## src/rtl/pipe_hazard_ctrl_pkg.sv

```systemverilog
// Shared types and widths for the pipeline sequencing controller and its
// hazard comparator.
package pipe_ctrl_pkg;

  localparam int REG_W   = 5;
  localparam int STALL_W = 32;
  localparam int FLUSH_W = 16;
  localparam int WAIT_W  = 16;

  typedef enum logic {
    RUN      = 1'b0,
    MEM_WAIT = 1'b1
  } state_t;

endpackage

```

## src/rtl/pipe_hazard_ctrl_hazard_cmp.sv

```systemverilog
// Load-use hazard detector: flags an ID source that depends on a load
// still in EX. Kept standalone so the forwarding unit can reuse it.
module hazard_cmp
  import pipe_ctrl_pkg::*;
(
  input  logic [REG_W-1:0] id_rs1,
  input  logic [REG_W-1:0] id_rs2,
  input  logic             id_use_rs1,
  input  logic             id_use_rs2,
  input  logic [REG_W-1:0] ex_rd,
  input  logic             ex_mem_read,
  output logic             hz
);

  logic rs1_match;
  logic rs2_match;

  assign rs1_match = id_use_rs1 && (id_rs1 == ex_rd);
  assign rs2_match = id_use_rs2 && (id_rs2 == ex_rd);

  // x0 is hardwired to zero, so a load targeting it never produces a value to wait for
  assign hz = ex_mem_read && (ex_rd != '0) && (rs1_match || rs2_match);

endmodule

```

## src/rtl/pipe_hazard_ctrl.sv

```systemverilog
// Pipeline sequencing controller: register enables/flushes for the 5-stage
// core, memory-wait FSM with sticky timeout, and saturating perf counters.
module pipe_hazard_ctrl
  import pipe_ctrl_pkg::*;
#(
  parameter int TIMEOUT = 256
) (
  input  logic               clk,
  input  logic               rst,
  input  logic [REG_W-1:0]   id_rs1,
  input  logic [REG_W-1:0]   id_rs2,
  input  logic               id_use_rs1,
  input  logic               id_use_rs2,
  input  logic [REG_W-1:0]   ex_rd,
  input  logic               ex_mem_read,
  input  logic               ex_branch_taken,
  input  logic               dmem_req,
  input  logic               dmem_ready,
  output logic               pc_en,
  output logic               ifid_en,
  output logic               idex_en,
  output logic               exmem_en,
  output logic               memwb_en,
  output logic               ifid_flush,
  output logic               idex_flush,
  output logic [STALL_W-1:0] stall_cycles,
  output logic [FLUSH_W-1:0] flush_events,
  output logic               mem_timeout
);

  localparam logic [WAIT_W:0] TIMEOUT_LIMIT = (WAIT_W + 1)'(TIMEOUT - 1);

  state_t            state;
  state_t            state_next;
  logic              frz;
  logic              hz;
  logic              branch_flush;
  logic              waiting;
  logic [WAIT_W-1:0] wait_cnt;
  logic [WAIT_W-1:0] wait_inc;

  hazard_cmp u_hazard_cmp (
    .id_rs1      (id_rs1),
    .id_rs2      (id_rs2),
    .id_use_rs1  (id_use_rs1),
    .id_use_rs2  (id_use_rs2),
    .ex_rd       (ex_rd),
    .ex_mem_read (ex_mem_read),
    .hz          (hz)
  );

  assign frz          = dmem_req && !dmem_ready;
  assign branch_flush = rst && !frz && ex_branch_taken;
  assign waiting      = (state == MEM_WAIT) && !dmem_ready;
  assign wait_inc     = (wait_cnt == '1) ? wait_cnt : wait_cnt + 1'b1;

  always_ff @(posedge clk or negedge rst) begin
    if (!rst) begin
      state <= RUN;
    end else begin
      state <= state_next;
    end
  end

  // Freeze outranks branch, which outranks load-use; reset forces bubbles everywhere.
  always_comb begin
    state_next = state;
    pc_en      = 1'b1;
    ifid_en    = 1'b1;
    idex_en    = 1'b1;
    exmem_en   = 1'b1;
    memwb_en   = 1'b1;
    ifid_flush = 1'b0;
    idex_flush = 1'b0;

    case (state)
      RUN:      if (frz) state_next = MEM_WAIT;
      MEM_WAIT: if (dmem_ready) state_next = RUN;
      default:  state_next = RUN;
    endcase

    if (!rst) begin
      pc_en      = 1'b0;
      ifid_en    = 1'b0;
      idex_en    = 1'b0;
      exmem_en   = 1'b0;
      memwb_en   = 1'b0;
      ifid_flush = 1'b1;
      idex_flush = 1'b1;
    end else if (frz) begin
      pc_en    = 1'b0;
      ifid_en  = 1'b0;
      idex_en  = 1'b0;
      exmem_en = 1'b0;
      memwb_en = 1'b0;
    end else if (ex_branch_taken) begin
      ifid_flush = 1'b1;
      idex_flush = 1'b1;
    end else if (hz) begin
      pc_en      = 1'b0;
      ifid_en    = 1'b0;
      idex_flush = 1'b1;
    end
  end

  // The wait counter only tracks stalled MEM_WAIT cycles; the access itself is never aborted.
  always_ff @(posedge clk or negedge rst) begin
    if (!rst) begin
      wait_cnt    <= '0;
      mem_timeout <= 1'b0;
    end else if (waiting) begin
      wait_cnt <= wait_inc;
      if ({1'b0, wait_inc} >= TIMEOUT_LIMIT) mem_timeout <= 1'b1;
    end else begin
      wait_cnt <= '0;
    end
  end

  always_ff @(posedge clk or negedge rst) begin
    if (!rst) begin
      stall_cycles <= '0;
      flush_events <= '0;
    end else begin
      if (!pc_en && (stall_cycles != '1)) stall_cycles <= stall_cycles + 1'b1;
      if (branch_flush && (flush_events != '1)) flush_events <= flush_events + 1'b1;
    end
  end

endmodule

```

## config.mk

```make
export PLATFORM = sky130hd
export DESIGN_NAME = pipe_hazard_ctrl
export DESIGN_NICKNAME = d
export VERILOG_FILES = /design/src/rtl/pipe_hazard_ctrl_pkg.sv /design/src/rtl/pipe_hazard_ctrl_hazard_cmp.sv /design/src/rtl/pipe_hazard_ctrl.sv
export SDC_FILE = /design/constraint.sdc
export NUM_CORES = 1
export LEC_CHECK = 0
export ABC_AREA = 1
export BUFFER_PORTS_ARGS = -buffer_cell sky130_fd_sc_hd__buf_2
export CORE_UTILIZATION = 50
export DETAILED_ROUTE_END_ITERATION = 8
export GPL_ROUTABILITY_DRIVEN = 0
export PLACE_DENSITY_LB_ADDON = 0.05
export SLEW_MARGIN = 10
export SYNTH_ARGS = -nofsm -noshare
export SYNTH_HDL_FRONTEND = slang
export SYNTH_HIERARCHICAL = 1
export SYNTH_SLANG_ARGS = --single-unit
```

## constraint.sdc

```tcl
create_clock -name clk -period 4.4 [get_ports clk]
set_input_delay 0.22 -clock clk [delete_from_list [all_inputs] [get_ports clk]]
set_output_delay 0.22 -clock clk [all_outputs]
set_load 0.03 [all_outputs]
```

# Word level (Yosys, flattened, before mapping)
# Index checks and enable logic that the tools add are counted.
dict set report totals {
  out_inout_bits 56
  reg_bits 66
  word_cells 49
  in_bits 23
}
dict set report classes {
  magnitude_cmp 1
  bitwise_logic 1
  add_sub_neg 3
  n_eq_ne 5
  mux 18
  reduce_logical 16
}
# operator n
set ops {}
lappend ops {{$add A16 B1 Y16 const B} 2}
lappend ops {{$add A32 B1 Y32 const B} 1}
lappend ops {{$mux W16} 2}
lappend ops {{$ne A32 B32 Y1 const B} 1}
lappend ops {{$eq A16 B16 Y1 const B} 1}
lappend ops {{$ge A16 B8 Y1 const B} 1}
lappend ops {{$ne A16 B16 Y1 const B} 1}
lappend ops {{$mux W1} 15}
lappend ops {{$eq A5 B5 Y1} 2}
lappend ops {{$logic_and A1 B1 Y1} 10}
lappend ops {{$reduce_bool A5 Y1} 1}
lappend ops {{$logic_not A1 Y1} 3}
lappend ops {{$pmux W1 S2} 1}
lappend ops {{$reduce_and A2 Y1} 1}
lappend ops {{$logic_or A1 B1 Y1} 1}
lappend ops {{$not A1 Y1} 1}

# Logic depth before layout (Yosys ltp)
# Gate-level depths: netlist of the first run.
dict set report logic_depth {
  ltp_word 10
  depth_mapped 14
  depth_no_buf 14
}

# Hierarchy
# Netlist of the first run, hierarchy kept.
# module area_each_um2 cells_per_inst n_inst
set by_module_without_submodules {}
lappend by_module_without_submodules {pipe_hazard_ctrl 3812.4 488 1}
lappend by_module_without_submodules {hazard_cmp 216.5 55 1}

# Least setup slack after synthesis of the first run
# Ideal clock, no wire load.
dict set report synth_timing {
  path_kind {input -> register}
  startpoint {input port dmem_req}
  endpoint {register stall_cycles[21]}
  path_buffers 2
  required_time_ps 4283
  stages 10
  arrival_ps 1756
  path_slack_ps 2527
  setup_ps 117
  path_cell_list {inv_1 -> nor2_1 -> nor2_2 -> inv_1 -> a21oi_2 -> nor2_1 -> buf_6 -> buf_6 -> nand2_1 -> nand2_1}
}
dict set report synth_via {
  elab_chain_len 5
}
# item line
set synth_rtl {}
lappend synth_rtl {{from (decl)} pipe_hazard_ctrl.sv:17} ;# input logic dmem_req,
lappend synth_rtl {{$logic_and A1 B1 Y1} pipe_hazard_ctrl.sv:52} ;# assign frz = dmem_req && !dmem_ready;
lappend synth_rtl {{$mux W1 (2 in a row)} n/a}
lappend synth_rtl {{via ifid_en} pipe_hazard_ctrl.sv:20} ;# output logic ifid_en,
lappend synth_rtl {{$logic_not A1 Y1} pipe_hazard_ctrl.sv:124} ;# if (!pc_en && (stall_cycles != '1)) stall_cycles <= stall_cycles + 1'b1;
lappend synth_rtl {{$logic_and A1 B1 Y1} pipe_hazard_ctrl.sv:124}
lappend synth_rtl {{to (signal assigned)} pipe_hazard_ctrl.sv:124}
lappend synth_rtl {{to (decl)} pipe_hazard_ctrl.sv:26} ;# output logic [STALL_W-1:0] stall_cycles,
# The timed path passes the listed nets, and every way through them passes these cells.
# A chain may end at the register's enable or synchronous reset.

# Worst setup path after layout of the first run
dict set report layout_timing {
  startpoint {register stall_cycles[0]}
  endpoint {register stall_cycles[15]}
}
dict set report layout_via {
  elab_chain_len 2
}
# item
set layout_rtl {}
lappend layout_rtl {{branches (longest 2 deep; another with $add A32 B1 Y32)}}
# Parallel ways; which one is timed is not known.

==> results of run 1 <==
-- worst max-delay path by stage --
stage	end	from	slack [ps]	cells after the start
floorplan	stall_cycles[21]$_DFFE_PN0P_	dmem_req	2530	10
global placement	stall_cycles[15]$_DFFE_PN0P_	ex_rd[3]	2460	13
detailed placement	stall_cycles[15]$_DFFE_PN0P_	ex_rd[1]	2330	13
CTS	stall_cycles[15]$_DFFE_PN0P_	stall_cycles[0]$_DFFE_PN0P_	2440	10
global route	mem_timeout$_DFFE_PN0P_	wait_cnt[0]$_DFF_PN0_	2220	14
finish	stall_cycles[15]$_DFFE_PN0P_	stall_cycles[0]$_DFFE_PN0P_	2440	10
-- registers in the layout, summed over array words and instances, names as in the netlist --
signal        flops
stall_cycles     32
flush_events     16
state             1
wait_cnt         16
mem_timeout       1
-- report_power, final --
group | total, uW | switching (uW) | internal, uW
Combinational | 426 | 291 | 135
Clock | 504 | 243 | 260
Sequential | 759 | 83.0 | 676
-- cells in the final DEF, fill, tap and decap left out --
cell type and count:
sky130_fd_sc_hd__nor3_4 1, sky130_fd_sc_hd__o21ai_1 1, sky130_fd_sc_hd__clkinv_4 2, sky130_fd_sc_hd__o21ai_2 6, sky130_fd_sc_hd__nand4_1 16, sky130_fd_sc_hd__clkinvlp_4 1, sky130_fd_sc_hd__nand3_2 1, sky130_fd_sc_hd__inv_2 2
sky130_fd_sc_hd__nand2_2 6, sky130_fd_sc_hd__a21oi_1 10, sky130_fd_sc_hd__xor2_1 29, sky130_fd_sc_hd__nand4_2 1, sky130_fd_sc_hd__o21ai_4 1, sky130_fd_sc_hd__buf_2 78, sky130_fd_sc_hd__nand3_1 38, sky130_fd_sc_hd__nand3b_1 2
sky130_fd_sc_hd__xnor2_1 15, sky130_fd_sc_hd__inv_1 66, sky130_fd_sc_hd__bufinv_16 1, sky130_fd_sc_hd__dfrtp_1 66, sky130_fd_sc_hd__and2_1 1, sky130_fd_sc_hd__nor4_1 3, sky130_fd_sc_hd__a21oi_2 1, sky130_fd_sc_hd__nor2_1 63
sky130_fd_sc_hd__nor2_2 10, sky130_fd_sc_hd__buf_4 2, sky130_fd_sc_hd__o21ai_0 12, sky130_fd_sc_hd__o21bai_1 2, sky130_fd_sc_hd__ha_1 3, sky130_fd_sc_hd__clkbuf_8 9, sky130_fd_sc_hd__nor2_4 2, sky130_fd_sc_hd__nor3_2 3
sky130_fd_sc_hd__clkinv_2 3, sky130_fd_sc_hd__nor3_1 13, sky130_fd_sc_hd__nand2_1 160, sky130_fd_sc_hd__mux2_2 1
-- metrics by stage --
| stage | hold slack (ps) | util (%) | setup slack, ps | total power, uW | cells |
|---|---|---|---|---|---|
| floorplan | -75.59 | - | 2527 | 1061 | 543 |
| global placement | 442.4 | 58.01 | 2459 | 1193 | 717 |
| detailed placement | 450.0 | 58.01 | 2331 | 1200 | 717 |
| CTS | 87.67 | 60.50 | 2443 | 1710 | 733 |
| global route | 110.1 | 60.50 | 2217 | 1781 | 733 |
| finish | 83.30 | 60.50 | 2442 | 1689 | 733 |
-- final cells by class --
class | count | area [um2]
multi-input cells | 401 | 2066
inverters | 68 | 255.2
clock inverters | 7 | 70.07
flip-flops and latches | 66 | 1652
repair buffers | 80 | 405.4
well taps | 102 | 127.6
clock buffers | 9 | 123.9
fillers | 751 | 3068
-- metal layers --
| metal | wire [um] | up-vias | GRT usage (%) |
|---|---|---|---|
| met4 | 153 | 0 | 7.943 |
| met2 | 4139 | 89 | 36.84 |
| met1 | 4400 | 1646 | 32.16 |
| met5 | 0 | - | 0 |
| met3 | 487 | 12 | 5.141 |
| li1 | - | 1883 | - |
-- logic make-up (layout without fill, tap and decap cells) --
logic type / after synthesis / after routing / synth area share [%]
DFF: 66 / 66 / 40.99
muxes: 1 / 1 / 0.2795
AOI/OAI and AO/OA: 33 / 33 / 5.155
xor gates and xnor gates: 44 / 44 / 9.565
and+or+nand+nor: 320 / 320 / 35.28
adders and majority gates: 3 / 3 / 0.9318
buffers and inverters: 76 / 164 / 7.795
==> metrics, run 1 <==
clock insertion delay at the later pin of the skew report 340 ps; cell area after technology mapping 4029 um2; number of enable-type register cells in the synthesized netlist 0; number of hold violations in the final report 0; hold-fix buffer count after cts 0; via count 3,630; Post CTS Setup Buffer Count 0; quantity of gates resized following cts 0; Fmax 510.6 MHz; R2R depth 10; placed wire-length estimate after detailed placement 6844 um; maximum fanout along the worst path 29; Tmin final 1958 ps; Synth top area share 40.99%; total number of placement rows 32; clock buffer depth 2; Boundary Pins 79; first-pass GRT wire length 15,800 um; Buffers on Ports 78; placed cell area 4506 um2; setup repair after global routing missed its margin false; clock sink total 66; via count of the first global-routing pass 3,466; signal arrival time at the worst endpoint 2180 ps; Final setup viols 0; number of nets produced by synthesis 569; final layout net count 652; vertical extent of the die 91.77 um; top-count cell post-synth sky130_fd_sc_hd__nand2_1; endpoint class of the critical path flop; WL per Instance 12.53 um; list of cells traversed by the critical path ha_1 -> nand3_1 -> inv_1 -> nand4_2 -> nor2_1 -> nor2_2 -> buf_4 -> nand2_2 -> o21ai_0 -> nand2_1; final wirelength 9181 um; reg2reg end stall_cycles[15]$_DFFE_PN0P_; horizontal die dimension 91.77 um; die area 8421 um2; flip-flop and latch count after synthesis 66; violation count after the first detailed-routing iteration 159; cell area power density 359.4 nW/um2; TritonCTS buffer count 9; antenna cell count 0; total non-filler cell area in the finished layout 4700 um2; slew at the pin closest to its max-slew limit 842.6 ps; syn avg cell area 7.420 um2; ys async rst share 100.0%; standard cell with the maximum stage delay on the critical path sky130_fd_sc_hd__dfrtp_1; register-to-register path setup slack 2440 ps; Pins Over Slew Limit 0; kind of critical path reg2reg; maximum VDD drop 433.3 uV; Buffers & Inverters on Critical Path 2; floorplan core area 7767 um2; final critical-path share of the clock period 44.51%; Post-synth top flop sky130_fd_sc_hd__dfrtp_1; share of layout cells above drive strength 1 20.76%; cell class contributing the biggest share of worst-path delay simple AND/OR/NAND/NOR gates; Synthesis Warnings 6; data required time of the critical path 4620 ps; number of antenna violations at the first check in global routing 0; synth cell count leaders sky130_fd_sc_hd__nand2_1, sky130_fd_sc_hd__dfrtp_1, sky130_fd_sc_hd__inv_1, sky130_fd_sc_hd__nor2_1, sky130_fd_sc_hd__nand3_1; cell type with the largest total area after synthesis sky130_fd_sc_hd__dfrtp_1; sequential area share after synthesis 40.99%; number of detailed-route iterations in the first pass 5; launch point of the worst reg-to-reg path stall_cycles[0]$_DFFE_PN0P_; total overflow reported by the global router 0; type of the most critical hold path in2async; Post-route DRC 0; pin count of the biggest net entering global routing 69; final worst clock skew 9.743 ps; Antenna Nets Post-Route 0; layout overhead on the synthesized area 16.65%; initial standard-cell utilization of the core 51.87%; total negative setup slack 0 ps; overall global routing resource usage 23.45%; Max Cap Violations 0; count of cell types in the netlist 33; result of the run finished, final reports clean; leakage 0.002424 uW; H-tree lvl count 3; vias per std cell 4.952; clock tree root driver cell sky130_fd_sc_hd__clkbuf_8; CP peak stage delay 420 ps; cell count after synthesis 543; Worst slew margin 43.82%; TritonCTS clock tree yes; launching element type of the critical path flop; cells taking the most area after synthesis sky130_fd_sc_hd__dfrtp_1, sky130_fd_sc_hd__nand2_1, sky130_fd_sc_hd__xor2_1, sky130_fd_sc_hd__inv_1, sky130_fd_sc_hd__nor2_1; Reg clk slew, reported paths 80 ps
No activity file was read; power rests on OpenSTA's default activity.
==> run 2: changes to the inputs <==
--- a/config.mk
+++ b/config.mk
@@ -5,9 +5,9 @@
 export SDC_FILE = /design/constraint.sdc
 export NUM_CORES = 1
 export LEC_CHECK = 0
-export ABC_AREA = 1
+export ABC_AREA = 0
 export BUFFER_PORTS_ARGS = -buffer_cell sky130_fd_sc_hd__buf_2
-export CORE_UTILIZATION = 50
+export CORE_UTILIZATION = 49
 export DETAILED_ROUTE_END_ITERATION = 8
 export GPL_ROUTABILITY_DRIVEN = 0
 export PLACE_DENSITY_LB_ADDON = 0.05
==> constraint.sdc (replaced) <==
create_clock -name clk -period 1.6 [get_ports clk]
set_input_delay 0.08 -clock clk [delete_from_list [all_inputs] [get_ports clk]]
set_output_delay 0.08 -clock clk [all_outputs]
set_load 0.03 [all_outputs]
==> metrics, run 2 <==
final critical-path share of the clock period 121.3%; top-count cell post-synth sky130_fd_sc_hd__dfrtp_1; WL per Instance 17.67 um; share of layout cells above drive strength 1 62.00%; number of antenna violations at the first check in global routing 0; largest register by flop count stall_cycles; cell count after synthesis 363; clock buffer depth 2; vertical extent of the die 88.14 um; final worst clock skew 11.34 ps; post-route total power 5095 uW; sequential area share after synthesis 45.42%; Post-route DRC 0; cell area after technology mapping 3636 um2; number of nets produced by synthesis 389; number of fillers in the final layout 412; final worst slack -341.1 ps; pin count of the biggest net entering global routing 37; core utilization of the finished layout 83.98%; result of the run finished with violations; final layout net count 600; register-to-register path setup slack -340 ps; maximum fanout along the worst path 5; vias per std cell 5.485; via count 3,719; Reg clk slew, reported paths 80 ps; data required time of the critical path 1850 ps; number of hold violations in the final report 0; clock tree root driver cell sky130_fd_sc_hd__clkbuf_8; signal arrival time at the worst endpoint 2200 ps; endpoint class of the critical path flop; TritonCTS buffer count 9; cell area power density 841.0 nW/um2; overall global routing resource usage 27.08%; Worst slew margin 70.30%; H-tree lvl count 3; syn avg cell area 10.02 um2; Boundary Pins 79; horizontal die dimension 88.14 um; critical path startpoint wait_cnt[1]$_DFF_PN0_; total number of placement rows 31; count of cell types in the netlist 56; top flop regs stall_cycles: 32 flops, flush_events: 16 flops, wait_cnt: 16 flops; Buffers on Ports 78; launching element type of the critical path flop; total overflow reported by the global router 0; leakage 0.002881 uW; Tmin final 1941 ps; first-pass GRT wire length 15,930 um; R2R depth 8; number of enable-type register cells in the synthesized netlist 0; setup repair after global routing missed its margin true; launch point of the worst reg-to-reg path wait_cnt[1]$_DFF_PN0_; layout overhead on the synthesized area 66.62%; ys async rst share 100.0%; die area 7769 um2; slew at the pin closest to its max-slew limit 445.5 ps; flip-flop count of the largest register, all copies and words added 32; most common cell after layout, fill and taps aside sky130_fd_sc_hd__buf_4; Synthesis Warnings 6; Synth top area share 45.42%; Max Cap Violations 0; clock sink total 66; Critical Path End mem_timeout$_DFFE_PN0P_; violated checks negative setup slack; flip-flop and latch count after synthesis 66; Antenna Nets Post-Route 0; instance count after placement with tap cells included 635; Final setup viols 52; Pins Over Slew Limit 0; initial standard-cell utilization of the core 50.40%; synth cell count leaders sky130_fd_sc_hd__dfrtp_1, sky130_fd_sc_hd__nand2_1, sky130_fd_sc_hd__xnor2_1, sky130_fd_sc_hd__xor2_1; TritonCTS clock tree yes; final wirelength 11,980 um; Post-synth top flop sky130_fd_sc_hd__dfrtp_1; maximum VDD drop 964.7 uV; reg2reg end mem_timeout$_DFFE_PN0P_; kind of critical path reg2reg; number of detailed-route iterations in the first pass 4; clock insertion delay at the later pin of the skew report 340 ps; commonest cells after routing, fill and taps aside sky130_fd_sc_hd__buf_4, sky130_fd_sc_hd__buf_2, sky130_fd_sc_hd__dfrtp_1, sky130_fd_sc_hd__dfrtp_2, sky130_fd_sc_hd__xor2_1; violation count after the first detailed-routing iteration 175; cell type with the largest total area after synthesis sky130_fd_sc_hd__dfrtp_1; Fmax 515.2 MHz; via count of the first global-routing pass 3,406; type of the most critical hold path in2async; final cell count without fillers 678; placed wire-length estimate after detailed placement 7214 um; floorplan core area 7214 um2; antenna cell count 0; cells taking the most area after synthesis sky130_fd_sc_hd__dfrtp_1, sky130_fd_sc_hd__xnor2_1, sky130_fd_sc_hd__xor2_1, sky130_fd_sc_hd__nand2_1, sky130_fd_sc_hd__nand3_1
-- run 2: cell types whose count changed in the layout (fill, tap and decap cells not counted), moves of 9 or more --
cell	delta
sky130_fd_sc_hd__buf_6	+20
sky130_fd_sc_hd__inv_1	-62
sky130_fd_sc_hd__o21ai_0	-9
sky130_fd_sc_hd__dfrtp_1	-32
sky130_fd_sc_hd__nand3_1	-26
sky130_fd_sc_hd__buf_4	+107
sky130_fd_sc_hd__nand2_1	-139
sky130_fd_sc_hd__xnor2_1	+10
sky130_fd_sc_hd__xnor2_2	+12
sky130_fd_sc_hd__nand2_4	+9
sky130_fd_sc_hd__nor2_1	-46
sky130_fd_sc_hd__dfrtp_2	+32
-- run 2: final cells by class --
cell class | count | area, um2 | share of cell area, %
multi-input cells | 280 | 2472 | 40.81
flip-flops and latches | 66 | 1692 | 27.92
repair buffers | 212 | 1577 | 26.02
clock buffers | 14 | 162.7 | 2.685
well taps | 99 | 123.9 | 2.045
inverters | 5 | 18.77 | 0.3098
clock inverters | 2 | 12.51 | 0.2065
-- run 2: cell families after synthesis --
| logic type | after synthesis | synth area share (%) |
|---|---|---|
| AO/OA/AOI/OAI | 29 | 5.059 |
| XOR/XNOR | 64 | 15.42 |
| adder cells (fa/ha/maj) | 3 | 1.032 |
| buffers and inverters | 17 | 2.306 |
| flip-flops | 66 | 45.42 |
| multiplexers | 4 | 1.273 |
| AND/OR/NAND/NOR | 180 | 29.49 |
-- run 2: layer usage --
| metal | track usage (%) | wire length (um) | part of all wire, % | vias to the layer above |
|---|---|---|---|---|
| li1 | - | - | - | 1713 |
| met4 | 6.891 | 184 | 1.5 | 0 |
| met3 | 5.090 | 506 | 4.2 | 20 |
| met2 | 45.53 | 6290 | 52 | 106 |
| met5 | 0 | 0 | 0 | - |
| met1 | 36.19 | 5002 | 42 | 1880 |
-- run 2: how the worst min path moves through the flow --
stage                                             end  startpoint  cells past startpoint
after CTS                       wait_cnt[2]$_DFF_PN0_  dmem_ready                      3
after global routing      flush_events[9]$_DFFE_PN0P_         rst                      3
after detailed placement  stall_cycles[3]$_DFFE_PN0P_         rst                      1
after global placement    stall_cycles[3]$_DFFE_PN0P_         rst                      1
final                     flush_events[9]$_DFFE_PN0P_         rst                      3
after floorplan           flush_events[0]$_DFFE_PN0P_         rst                      0
-- run 2: per-stage QoR --
stage,hold slack (ps),setup WS [ps],TNS (ps),area (um2)
after detailed placement,-14.28,-465.0,-12080,5014
after CTS,180.8,-244.4,-4257,5562
after global placement,-14.42,-429.8,-11490,5014
final,106.8,-341.1,-6005,6058
after floorplan,-215.6,-153.1,-2120,3749
after global routing,101.5,-411.9,-9903,6058
-- run 2: power breakdown --
part	switching [uW]	internal, uW	leakage (uW)
clock	656	648	0.0000867
sequential	161	1860	0.000833
combinational	1030	740	0.00196
total	1840	3250	0.00288
-- run 2: critical path: stages, from the launching register on --
cell and delay (ps):
sky130_fd_sc_hd__dfrtp_1 400, sky130_fd_sc_hd__ha_4 140, sky130_fd_sc_hd__nand4_1 210, sky130_fd_sc_hd__nor4_4 310
sky130_fd_sc_hd__buf_4 190, sky130_fd_sc_hd__a21oi_2 40, sky130_fd_sc_hd__o211ai_1 200, sky130_fd_sc_hd__o311ai_1 140
sky130_fd_sc_hd__a41oi_1 230
-- run 2: timing repair --
action                     4_1_cts  5_1_grt
pin swaps                       57       69
hold endpoints to repair        11        4
buffers inserted                13       17
setup endpoints to repair       47       67
resized for setup               59       80
hold buffers                     4        1
